**src/rtl/regfile_pkg.sv**
```systemverilog
// rtl/regfile_pkg.sv - shared register-file constants
package regfile_pkg;

    localparam int XLEN       = 32;
    localparam int REG_ADDR_W = 5;
    localparam int NUM_REGS   = 32;

    localparam logic [REG_ADDR_W-1:0] REG_ZERO = 5'd0;

endpackage : regfile_pkg

```
**src/rtl/rr_arbiter.sv**
```systemverilog
// rtl/rr_arbiter.sv - round-robin one-hot arbiter with pointer advance
module rr_arbiter #(
    parameter int N = 2,
    localparam int PTR_W = (N > 1) ? $clog2(N) : 1
) (
    input  logic         clk,
    input  logic         rst,
    input  logic [N-1:0] req_i,
    input  logic         advance_i,
    output logic [N-1:0] grant_o
);

    logic [PTR_W-1:0] ptr_q, ptr_d;
    logic             found;

    // Pick the first requester after the pointer, wrapping; the winner becomes the next pointer
    always_comb begin
        grant_o = '0;
        ptr_d   = ptr_q;
        found   = 1'b0;
        for (int i = 0; i < N; i++) begin
            if (!found && req_i[i] && (PTR_W'(i) > ptr_q)) begin
                grant_o[i] = 1'b1;
                ptr_d      = PTR_W'(i);
                found      = 1'b1;
            end
        end
        for (int i = 0; i < N; i++) begin
            if (!found && req_i[i]) begin
                grant_o[i] = 1'b1;
                ptr_d      = PTR_W'(i);
                found      = 1'b1;
            end
        end
    end

    // Pointer starts at the last index so requester 0 wins first after reset
    always_ff @(posedge clk or negedge rst) begin
        if (!rst) begin
            ptr_q <= PTR_W'(N - 1);
        end else if (advance_i && found) begin
            ptr_q <= ptr_d;
        end
    end

endmodule : rr_arbiter

```
**src/rtl/regfile_wb_arbiter.sv**
```systemverilog
// rtl/regfile_wb_arbiter.sv - shares the register bank write port among writeback sources
module regfile_wb_arbiter
    import regfile_pkg::*;
#(
    parameter int N_REQ  = 2,
    parameter int DATA_W = XLEN,
    parameter int ADDR_W = REG_ADDR_W,
    parameter int CNT_W  = 16
) (
    input  logic                    clk,
    input  logic                    rst,
    input  logic [N_REQ-1:0]        req_valid,
    output logic [N_REQ-1:0]        req_ready,
    input  logic [N_REQ*ADDR_W-1:0] req_rd,
    input  logic [N_REQ*DATA_W-1:0] req_data,
    output logic                    wr_en,
    output logic [ADDR_W-1:0]       wr_rd,
    output logic [DATA_W-1:0]       wr_data,
    output logic [(2**ADDR_W)-1:0]  busy_vec,
    output logic [CNT_W-1:0]        wr_count
);

    localparam int NREG = 2**ADDR_W;

    logic [N_REQ-1:0]  grant;
    logic              xfer;
    logic [ADDR_W-1:0] sel_rd;
    logic [DATA_W-1:0] sel_data;

    logic              wr_en_q, wr_en_d;
    logic [ADDR_W-1:0] wr_rd_q, wr_rd_d;
    logic [DATA_W-1:0] wr_data_q, wr_data_d;
    logic [CNT_W-1:0]  cnt_q, cnt_d;

    rr_arbiter #(.N(N_REQ)) u_rr (
        .clk       (clk),
        .rst       (rst),
        .req_i     (req_valid),
        .advance_i (xfer),
        .grant_o   (grant)
    );

    assign req_ready = grant;
    assign xfer      = |grant;

    // One-hot mux of the granted requester's destination and data
    always_comb begin
        sel_rd   = '0;
        sel_data = '0;
        for (int i = 0; i < N_REQ; i++) begin
            if (grant[i]) begin
                sel_rd   = sel_rd   | req_rd[i*ADDR_W +: ADDR_W];
                sel_data = sel_data | req_data[i*DATA_W +: DATA_W];
            end
        end
    end

    // Next output slot: writes to x0 are accepted but never reach the bank or the counter
    always_comb begin
        wr_en_d   = xfer && (sel_rd != ADDR_W'(REG_ZERO));
        wr_rd_d   = wr_rd_q;
        wr_data_d = wr_data_q;
        cnt_d     = cnt_q;
        if (wr_en_d) begin
            wr_rd_d   = sel_rd;
            wr_data_d = sel_data;
            if (cnt_q != '1) begin
                cnt_d = cnt_q + 1'b1;
            end
        end
    end

    // Output register stage; reset drops any captured but unissued write
    always_ff @(posedge clk or negedge rst) begin
        if (!rst) begin
            wr_en_q   <= 1'b0;
            wr_rd_q   <= '0;
            wr_data_q <= '0;
            cnt_q     <= '0;
        end else begin
            wr_en_q   <= wr_en_d;
            wr_rd_q   <= wr_rd_d;
            wr_data_q <= wr_data_d;
            cnt_q     <= cnt_d;
        end
    end

    // Pending-write map: waiting requests plus the write on the port this cycle; x0 never busy
    always_comb begin
        busy_vec = '0;
        for (int r = 1; r < NREG; r++) begin
            for (int i = 0; i < N_REQ; i++) begin
                if (req_valid[i] && (req_rd[i*ADDR_W +: ADDR_W] == ADDR_W'(r))) begin
                    busy_vec[r] = 1'b1;
                end
            end
            if (wr_en_q && (wr_rd_q == ADDR_W'(r))) begin
                busy_vec[r] = 1'b1;
            end
        end
    end

    assign wr_en    = wr_en_q;
    assign wr_rd    = wr_rd_q;
    assign wr_data  = wr_data_q;
    assign wr_count = cnt_q;

endmodule : regfile_wb_arbiter
```
**config.mk**
```make
export PLATFORM = sky130hd
export DESIGN_NAME = regfile_wb_arbiter
export DESIGN_NICKNAME = d
export VERILOG_FILES = /design/src/rtl/regfile_pkg.sv /design/src/rtl/rr_arbiter.sv /design/src/rtl/regfile_wb_arbiter.sv
export SDC_FILE = /design/constraint.sdc
export NUM_CORES = 1
export LEC_CHECK = 0
export ABC_AREA = 1
export ABC_CLOCK_PERIOD_IN_PS = 3100
export BUFFER_PORTS_ARGS = -buffer_cell sky130_fd_sc_hd__buf_4
export CORE_MARGIN = 1
export CORE_UTILIZATION = 50
export DETAILED_ROUTE_END_ITERATION = 10
export PLACE_DENSITY = 0.88
export SKIP_CTS_REPAIR_TIMING = 1
export SLEW_MARGIN = 5
export SYNTH_ARGS = -nofsm -noshare
export SYNTH_HDL_FRONTEND = slang
export SYNTH_SLANG_ARGS = --single-unit
```
**constraint.sdc**
```tcl
create_clock -name clk -period 3.1 [get_ports clk]
set_clock_uncertainty 0.1 [all_clocks]
set_input_delay 0.465 -clock clk [delete_from_list [all_inputs] [get_ports clk]]
set_output_delay 0.465 -clock clk [all_outputs]
set_load 0.05 [all_outputs]
```
Word-level counts from Yosys, hierarchy flattened
Index checks and enable logic that the tools add are counted.
W data, S select, Z words.
{"block": "op_classes", "addsub": 1, "n_mul": 0, "div_mod_pow": 0, "magnitude_cmp": 2, "eq_ne": 94, "shift": 0, "mux": 108, "bitwise_logic": 2, "n_reduce_logical": 108}
{"cell": "$eq A5 B5 Y1 const B", "n": 48}
{"cell": "$eq A5 B4 Y1 const B", "n": 24}
{"cell": "$mux W1", "n": 104}
{"cell": "$logic_and A1 B1 Y1", "n": 100}
{"cell": "$mux W32", "n": 2}
{"cell": "$eq A5 B3 Y1 const B", "n": 12}
{"cell": "$or A32 B32 Y32", "n": 1}
{"cell": "$eq A5 B2 Y1 const B", "n": 6}
{"cell": "$add A16 B1 Y16 const B", "n": 1}
{"cell": "$ne A16 B16 Y1 const B", "n": 1}
{"cell": "$eq A5 B1 Y1 const B", "n": 3}
{"cell": "$mux W5", "n": 2}
{"cell": "$or A5 B5 Y5", "n": 1}
{"cell": "$reduce_bool A5 Y1", "n": 1}
{"cell": "$reduce_and A2 Y1", "n": 2}
{"cell": "$reduce_bool A4 Y1", "n": 1}
{"cell": "$logic_not A1 Y1", "n": 3}
{"cell": "$gt A1 B1 Y1 const A", "n": 2}
{"cell": "$reduce_or A2 Y1", "n": 1}
{"block": "word_totals", "register_bits": 55, "latch_bits": 0, "ramBits": 0, "rom_bits": 0, "in_bits": 78, "n_memories": 0}

Longest topological paths before layout
Gate-level depths: netlist of the first run.
{"block": "depth", "word_depth": 17, "ltp_mapped": 11, "mapped_depth_nobuf": 9}

Hierarchy
Synthesis of the first run repeated with hierarchy kept, for this count alone.
{"block": "unflattened", "cells_unflattened": 595, "area_unflattened_um2": 3819.9}
{"mod": "regfile_wb_arbiter", "n_inst": 1, "cells_per_inst": 587, "area_per_inst_um2": 3758.6, "seq_area_each_um2": 1351.3}
{"mod": "rr_arbiter", "n_inst": 1, "cells_per_inst": 8, "area_per_inst_um2": 61.3, "seq_area_each_um2": 26.3}

Worst setup path before layout of the first run
No wires, ideal clock.
{"block": "synth_path", "path_kind": "input to output", "start": "input req_valid[1]", "end": "output busy_vec[16]", "t_arrival_ps": 2525, "t_required_ps": 2535, "setup_slack_ps": 10, "cell_stages": 3, "n_path_buf": 1, "cell_sequence": "buf_4 -> nand2_2 -> o311ai_0"}
{"block": "synth_via", "elab_chain_len": 3}
{"item": "start: declaration", "line_no": "regfile_wb_arbiter.sv:12", "text": "input logic [N_REQ-1:0] req_valid,"}
{"item": "$logic_and A1 B1 Y1", "line_no": "regfile_wb_arbiter.sv:93", "text": "if (req_valid[i] && (req_rd[i*ADDR_W +: ADDR_W] == ADDR_W'(r))) begin"}
{"item": "$mux W1", "line_no": "regfile_wb_arbiter.sv:93"}
{"item": "$mux W1", "line_no": "regfile_wb_arbiter.sv:97", "text": "if (wr_en_q && (wr_rd_q == ADDR_W'(r))) begin"}
{"item": "end: declaration", "line_no": "regfile_wb_arbiter.sv:19", "text": "output logic [(2**ADDR_W)-1:0] busy_vec,"}
No other way between the ends.

Worst setup path in the final report of the first run
{"block": "layout_path", "start": "register wr_rd_q[3] (netlist: wr_rd[3])", "end": "output busy_vec[27]"}
{"block": "layout_via", "elab_chain_len": 3}
{"item": "start: declaration", "line_no": "regfile_wb_arbiter.sv:31", "text": "logic [ADDR_W-1:0] wr_rd_q, wr_rd_d;"}
{"item": "start signal: assignment", "line_no": "regfile_wb_arbiter.sv:82", "text": "wr_rd_q <= wr_rd_d;"}
{"item": "$eq A5 B5 Y1", "line_no": "regfile_wb_arbiter.sv:97"}
{"item": "$logic_and A1 B1 Y1", "line_no": "regfile_wb_arbiter.sv:97"}
{"item": "$mux W1", "line_no": "regfile_wb_arbiter.sv:97"}
No other way between the ends.

==> run metrics, run 1 <==
Peak VDD IR 341 uV; slowest cell on the critical path dfrtp_1; drt first pass iters 5; syn avg cell area between 6 and 7 um2; fin crit share between 70% and 80%; Fin. Hold Viols 0; worst r2r src u_rr.ptr_q; register area share after synthesis roughly 36%; Initial Util 52.6%; Antenna Cells 0; Critical Path RT approximately 2.5 ns; die extent in y around 90 um; global route total overflow 0; largest net degree at the start of global routing 56; Synthesis Warnings 0; unrepaired setup endpoints after global routing false; hpwl dp 9.30 mm; Crit path largest cell delay about 0.45 ns; antenna-violating nets left 0; area leader, netlist dfrtp_1; Root Buffer clkbuf_8; r2r endpoint wr_data[3]; cell row count 31; P&R area growth vs syn 35.1%; wire length per cell approximately 14 um; delay-heaviest family, CP simple AND/OR/NAND/NOR gates; fin. max-slew vios 0; Commonest cells post-synth 201 x nand2_1, 71 x inv_1, 63 x nor2_1; Die ar. ~0.0081 mm2; Synth area leaders dfrtp_1 35%, nand2_1 19%, nand3_1 7.6%, a22o_1 7.2%, inv_1 6.9%; TNS Setup 0 ns; asr flop ratio synth between 90% and 100%; clk buf depth 2; minimum clock period approximately 2.4 ns; Slew headroom 53.8%; core region area 0.00737 mm2; multi-input logic area between 0.002 and 0.0025 mm2; total wire length 12.1 mm; worst setup path end busy_vec[27]; Num CTS Buffers 5; Residual DRC 0; crit path launch type register; # setup viols final 0; Final Net Count between 800 and 900; Worst Setup End Kind output pin; Max Fclk roughly 0.42 GHz; Hold/Removal Path Class in2async; I/O Buffers roughly 160; die width about 90 um; via count 4437; synth unique cells 30; power per standard cell area about 540 mW/mm2; register area ~0.0014 mm2; leakage power between 0.002 and 0.003 uW; worst-path fanout max 5; post-synthesis register bit count 55; CP Depth 7; Synth Instances 584; post-synth net total 663; Met3 Routed Length 831 um; GP Congestion 0.927; vias in the first global route roughly 4.2k; ratio of cells with drive above 1 in the final layout ~28%; fillers just over 600; Pwr Total ~2800 uW; met1 WL between 4 and 5 mm; first-pass GRT wire length 19.5 mm; Clock transition at path regs about 0.11 ns; EDFF count, synth 0; crit-path cells inv_1 -> nor2_1 -> inv_1 -> nor2_1 -> nand2_1 -> nand3_1 -> buf_4; latest clock arrival within the worst-skew pair just over 0.3 ns; worst reg-to-reg setup slack between 1 and 1.5 ns; clk sinks 55; most frequent cell after synthesis nand2_1; crit path buf inv count 3; DR top layer met4; GRT Util Overall ~30%; number of DRC markers in iteration 0 248; antenna violations before repair 0; Netlist Area Pre-Place around 0.0039 mm2; Reg2Reg Depth 8; Crit Path Category reg2out; # IOs roughly 170; Primary FF master, synth dfrtp_1; drt via density between 5 and 6; crit path launch wr_rd[3]; H-tree depth 2; Worst Tran Pin Value ~0.69 ns; Critical Path AT ~1.8 ns; max-cap violations 0; status finished, final reports clean; post-synth top area share approximately a third; met2 routed WL 6.17 mm; TritonCTS clock tree built
-- cell usage in the layout (no fill, tap or decap), types with 2 or more instances in the layout --
master    count
nand2_1     201
buf_4       170
inv_1        71
nor2_1       63
nand3_1      59
dfrtp_1      54
a22o_1       32
o21ai_0      25
o21ai_1       7
nand2_2       6
xor2_1        5
clkbuf_8      5
o21bai_2      4
o21ai_2       4
nand4_1       4
nor2_2        4
inv_2         3
nor3_1        3
or2_2         2
o311ai_0      2
xnor2_1       2
-- power breakdown --
part | switching, uW | internal (uW)
Clock | 260 | 249
Sequential | 119 | 838
Combinational | 923 | 417
Total | 1300 | 1500
-- stage by stage --
stage / setup WS [ns] / instance area [um2] / hold WS [ns] / util [%] / cells
after floorplan: 0.00955 / 3880 / 0.0694 / - / 584
after global placement: 0.941 / 5120 / 0.402 / 69.4 / 827
after detailed placement: 0.852 / 5120 / 0.419 / 69.4 / 827
after CTS: 0.803 / 5240 / 0.101 / 71.1 / 835
after global routing: 0.636 / 5240 / 0.125 / 71.1 / 835
final: 0.740 / 5240 / 0.0557 / 71.1 / 835
-- per-layer routing --
metal / vias up / GRT usage [%]
li1: 2149 / -
met1: 2056 / 36.4
met2: 204 / 52.2
met3: 28 / 4.65
met4: 0 / 12.0
met5: - / 0
-- worst min-delay path by stage --
stage	slack, ns	end	start	cells after the start
6_report	0.06	wr_data[12]	rst	1
3_5_place_dp	0.42	wr_data[28]	wr_data[28]	2
4_1_cts	0.10	wr_data[14]	rst	1
2_1_floorplan	0.07	wr_count[0]	rst	0
5_1_grt	0.13	wr_data[12]	rst	1
3_3_place_gp	0.40	wr_count[15]	wr_count[15]	2
-- cells by family after synthesis --
family	Yosys count	synth area share [%]
AOI/OAI and AO/OA	76	14.3
other	1	0.0967
buffers and inverters	100	11.3
DFF	55	35.5
and+or+nand+nor	344	36.9
xor gates and xnor gates	7	1.58
adders and majority gates	1	0.323
-- flip-flops by register name (all words and copies together) (netlist names) --
signal,count
wr_en,1
u_rr.ptr_q,1
wr_data,32
wr_rd,5
wr_count,16
-- cell type report --
type	count	share of cell area [%]
multi-input combinational	429	39.3
sequential	55	26.3
timing repair buffer	170	24.4
inverter	74	5.30
tap	99	2.36
clock buffer	5	1.31
clock inverter	3	1.05
Note: power is estimated with default switching activity, not from simulation.
==> run 2: changes to the inputs <==
--- a/config.mk
+++ b/config.mk
@@ -6,12 +6,12 @@
 export NUM_CORES = 1
 export LEC_CHECK = 0
 export ABC_AREA = 1
-export ABC_CLOCK_PERIOD_IN_PS = 3100
+export ABC_CLOCK_PERIOD_IN_PS = 1900
 export BUFFER_PORTS_ARGS = -buffer_cell sky130_fd_sc_hd__buf_4
 export CORE_MARGIN = 1
-export CORE_UTILIZATION = 50
+export CORE_UTILIZATION = 44
 export DETAILED_ROUTE_END_ITERATION = 10
-export PLACE_DENSITY = 0.88
+export PLACE_DENSITY = 0.83
 export SKIP_CTS_REPAIR_TIMING = 1
 export SLEW_MARGIN = 5
 export SYNTH_ARGS = -nofsm -noshare
==> constraint.sdc (replaced) <==
create_clock -name clk -period 1.9 [get_ports clk]
set_clock_uncertainty 0.1 [all_clocks]
set_input_delay 0.285 -clock clk [delete_from_list [all_inputs] [get_ports clk]]
set_output_delay 0.285 -clock clk [all_outputs]
set_load 0.05 [all_outputs]
==> run metrics, run 2 (same netlist as run 1, synthesis figures left out) <==
cell row count 33; slowest cell on the critical path dfrtp_1; Critical Path AT 1.53 ns; delay-heaviest family, CP buffers and inverters; minimum clock period roughly 1.9 ns; total wire length about 12 mm; H-tree depth 2; wire length per cell ~14 um; most frequent cells in the layout 186 x nand2_1, 164 x buf_4, 62 x inv_1; hold_ws 0.168 ns; r2r endpoint wr_count[3]; crit path buf inv count 3; Place WS around 0.064 ns; status finished, violations left; die extent in y 95.9 um; power per standard cell area between 700 and 800 mW/mm2; Slew headroom 54.1%; post-route setup slack -0.0134 ns; Crit Path Category reg2out; max reg flops 32; number of DRC markers in iteration 0 approximately 270; Crit path largest cell delay 0.44 ns; Critical Path RT around 1.5 ns; TNS Setup -0.0296 ns; antenna violations before repair 0; drt first pass iters 5; Root Buffer clkbuf_8; Residual DRC 0; largest net degree at the start of global routing 56; Peak VDD IR approximately 560 uV; worst r2r src wr_count[0]; hpwl dp around 9.1 mm; Worst Hold Launch req_valid[1]; fin. max-slew vios 0; Hold/Removal Path Class in2reg; Die ar. about 0.009 mm2; Antenna Cells 0; antenna-violating nets left 0; Hold EP u_rr.ptr_q; global route total overflow 0; Initial Util 46.3%; Worst Setup End Kind output pin; Fin. Hold Viols 0; Reg2Reg Depth 9; via count 4530; failing checks negative setup slack; fin crit share 101%; first-pass GRT wire length roughly 19 mm; worst reg-to-reg setup slack roughly 0.11 ns; Final Net Count between 800 and 900; hold path cells 2; crit-path cells inv_2 -> nand2_4 -> clkinvlp_4 -> nand2_1 -> nand3_2 -> buf_4; P&R area growth vs syn 51.3%; commonest non-fill, non-tap cell in the layout nand2_1; GRT Util Overall between 20% and 30%; Num CTS Buffers 5; Max Fclk 0.523 GHz; leakage power ~0.0032 uW; clk buf depth 2; core region area roughly 0.0084 mm2; clk sinks between 50 and 60; # IOs 166; max-cap violations 0; I/O Buffers 164; die width 95.9 um; vias in the first global route about 4.1k; crit path launch type register; TritonCTS clock tree built; GP Congestion 0.920; ratio of cells with drive above 1 in the final layout about two fifths; latest clock arrival within the worst-skew pair ~0.31 ns; Worst Tran Pin Value about 0.69 ns; # setup viols final 3; drt via density between 5 and 6; Util after Layout 70.0%; Clock transition at path regs 0.10 ns; worst-path fanout max 6; unrepaired setup endpoints after global routing true
## run 2: stage by stage
stage          power, uW  cells  area, um2
6_report            4680    866       5870
5_1_grt             4930    866       5870
4_1_cts             4510    848       5420
3_5_place_dp        3800    840       5320
3_3_place_gp        3770    840       5320
2_1_floorplan       3060    584       4000
## run 2: how the worst max path moves through the flow
| stage | start | end | cells past startpoint | slack [ns] |
|---|---|---|---|---|
| 4_1_cts | wr_rd[0] | busy_vec[16] | 6 | -0.13 |
| 5_1_grt | wr_rd[4] | busy_vec[14] | 6 | -0.10 |
| 3_3_place_gp | u_rr.ptr_q | wr_count[15] | 9 | 0.14 |
| 2_1_floorplan | wr_rd[0] | busy_vec[28] | 5 | 0.008 |
| 6_report | wr_rd[4] | busy_vec[14] | 6 | -0.01 |
| 3_5_place_dp | u_rr.ptr_q | wr_count[15] | 8 | 0.06 |
## run 2: per-layer routing
metal  share of wire, %  routed length, um  vias to the layer above  GRT usage [%]
li1                   -                  -                     2201              -
met1                 40               4930                     2067           33.7
met2                 50               6100                      237           43.2
met3                8.7               1070                       25           4.50
met4                1.7                211                        0           8.21
met5                  0                  0                        -              0
## run 2: worst register-to-register path: cells and delay by family, from the launching register on
family | cells | cell delay, ns
simple gates | 7 | 0.76
flops | 1 | 0.42
buf+inv | 1 | 0.22
fa+ha+maj | 1 | 0.19
## run 2: final cells by class
cell class | count | area, um2
clock inverter | 2 | 20.0
timing repair inverter | 2 | 15.0
inverter | 74 | 285
tap | 105 | 131
multi-input combinational | 429 | 2340
clock buffer | 6 | 82.6
timing repair buffer | 193 | 1610
sequential | 55 | 1380
fill | 709 | 2510
## run 2: power breakdown
part	internal [uW]	switching [uW]	total [uW]
clock	308	392	699
sequential	1370	212	1580
combinational	816	1580	2400
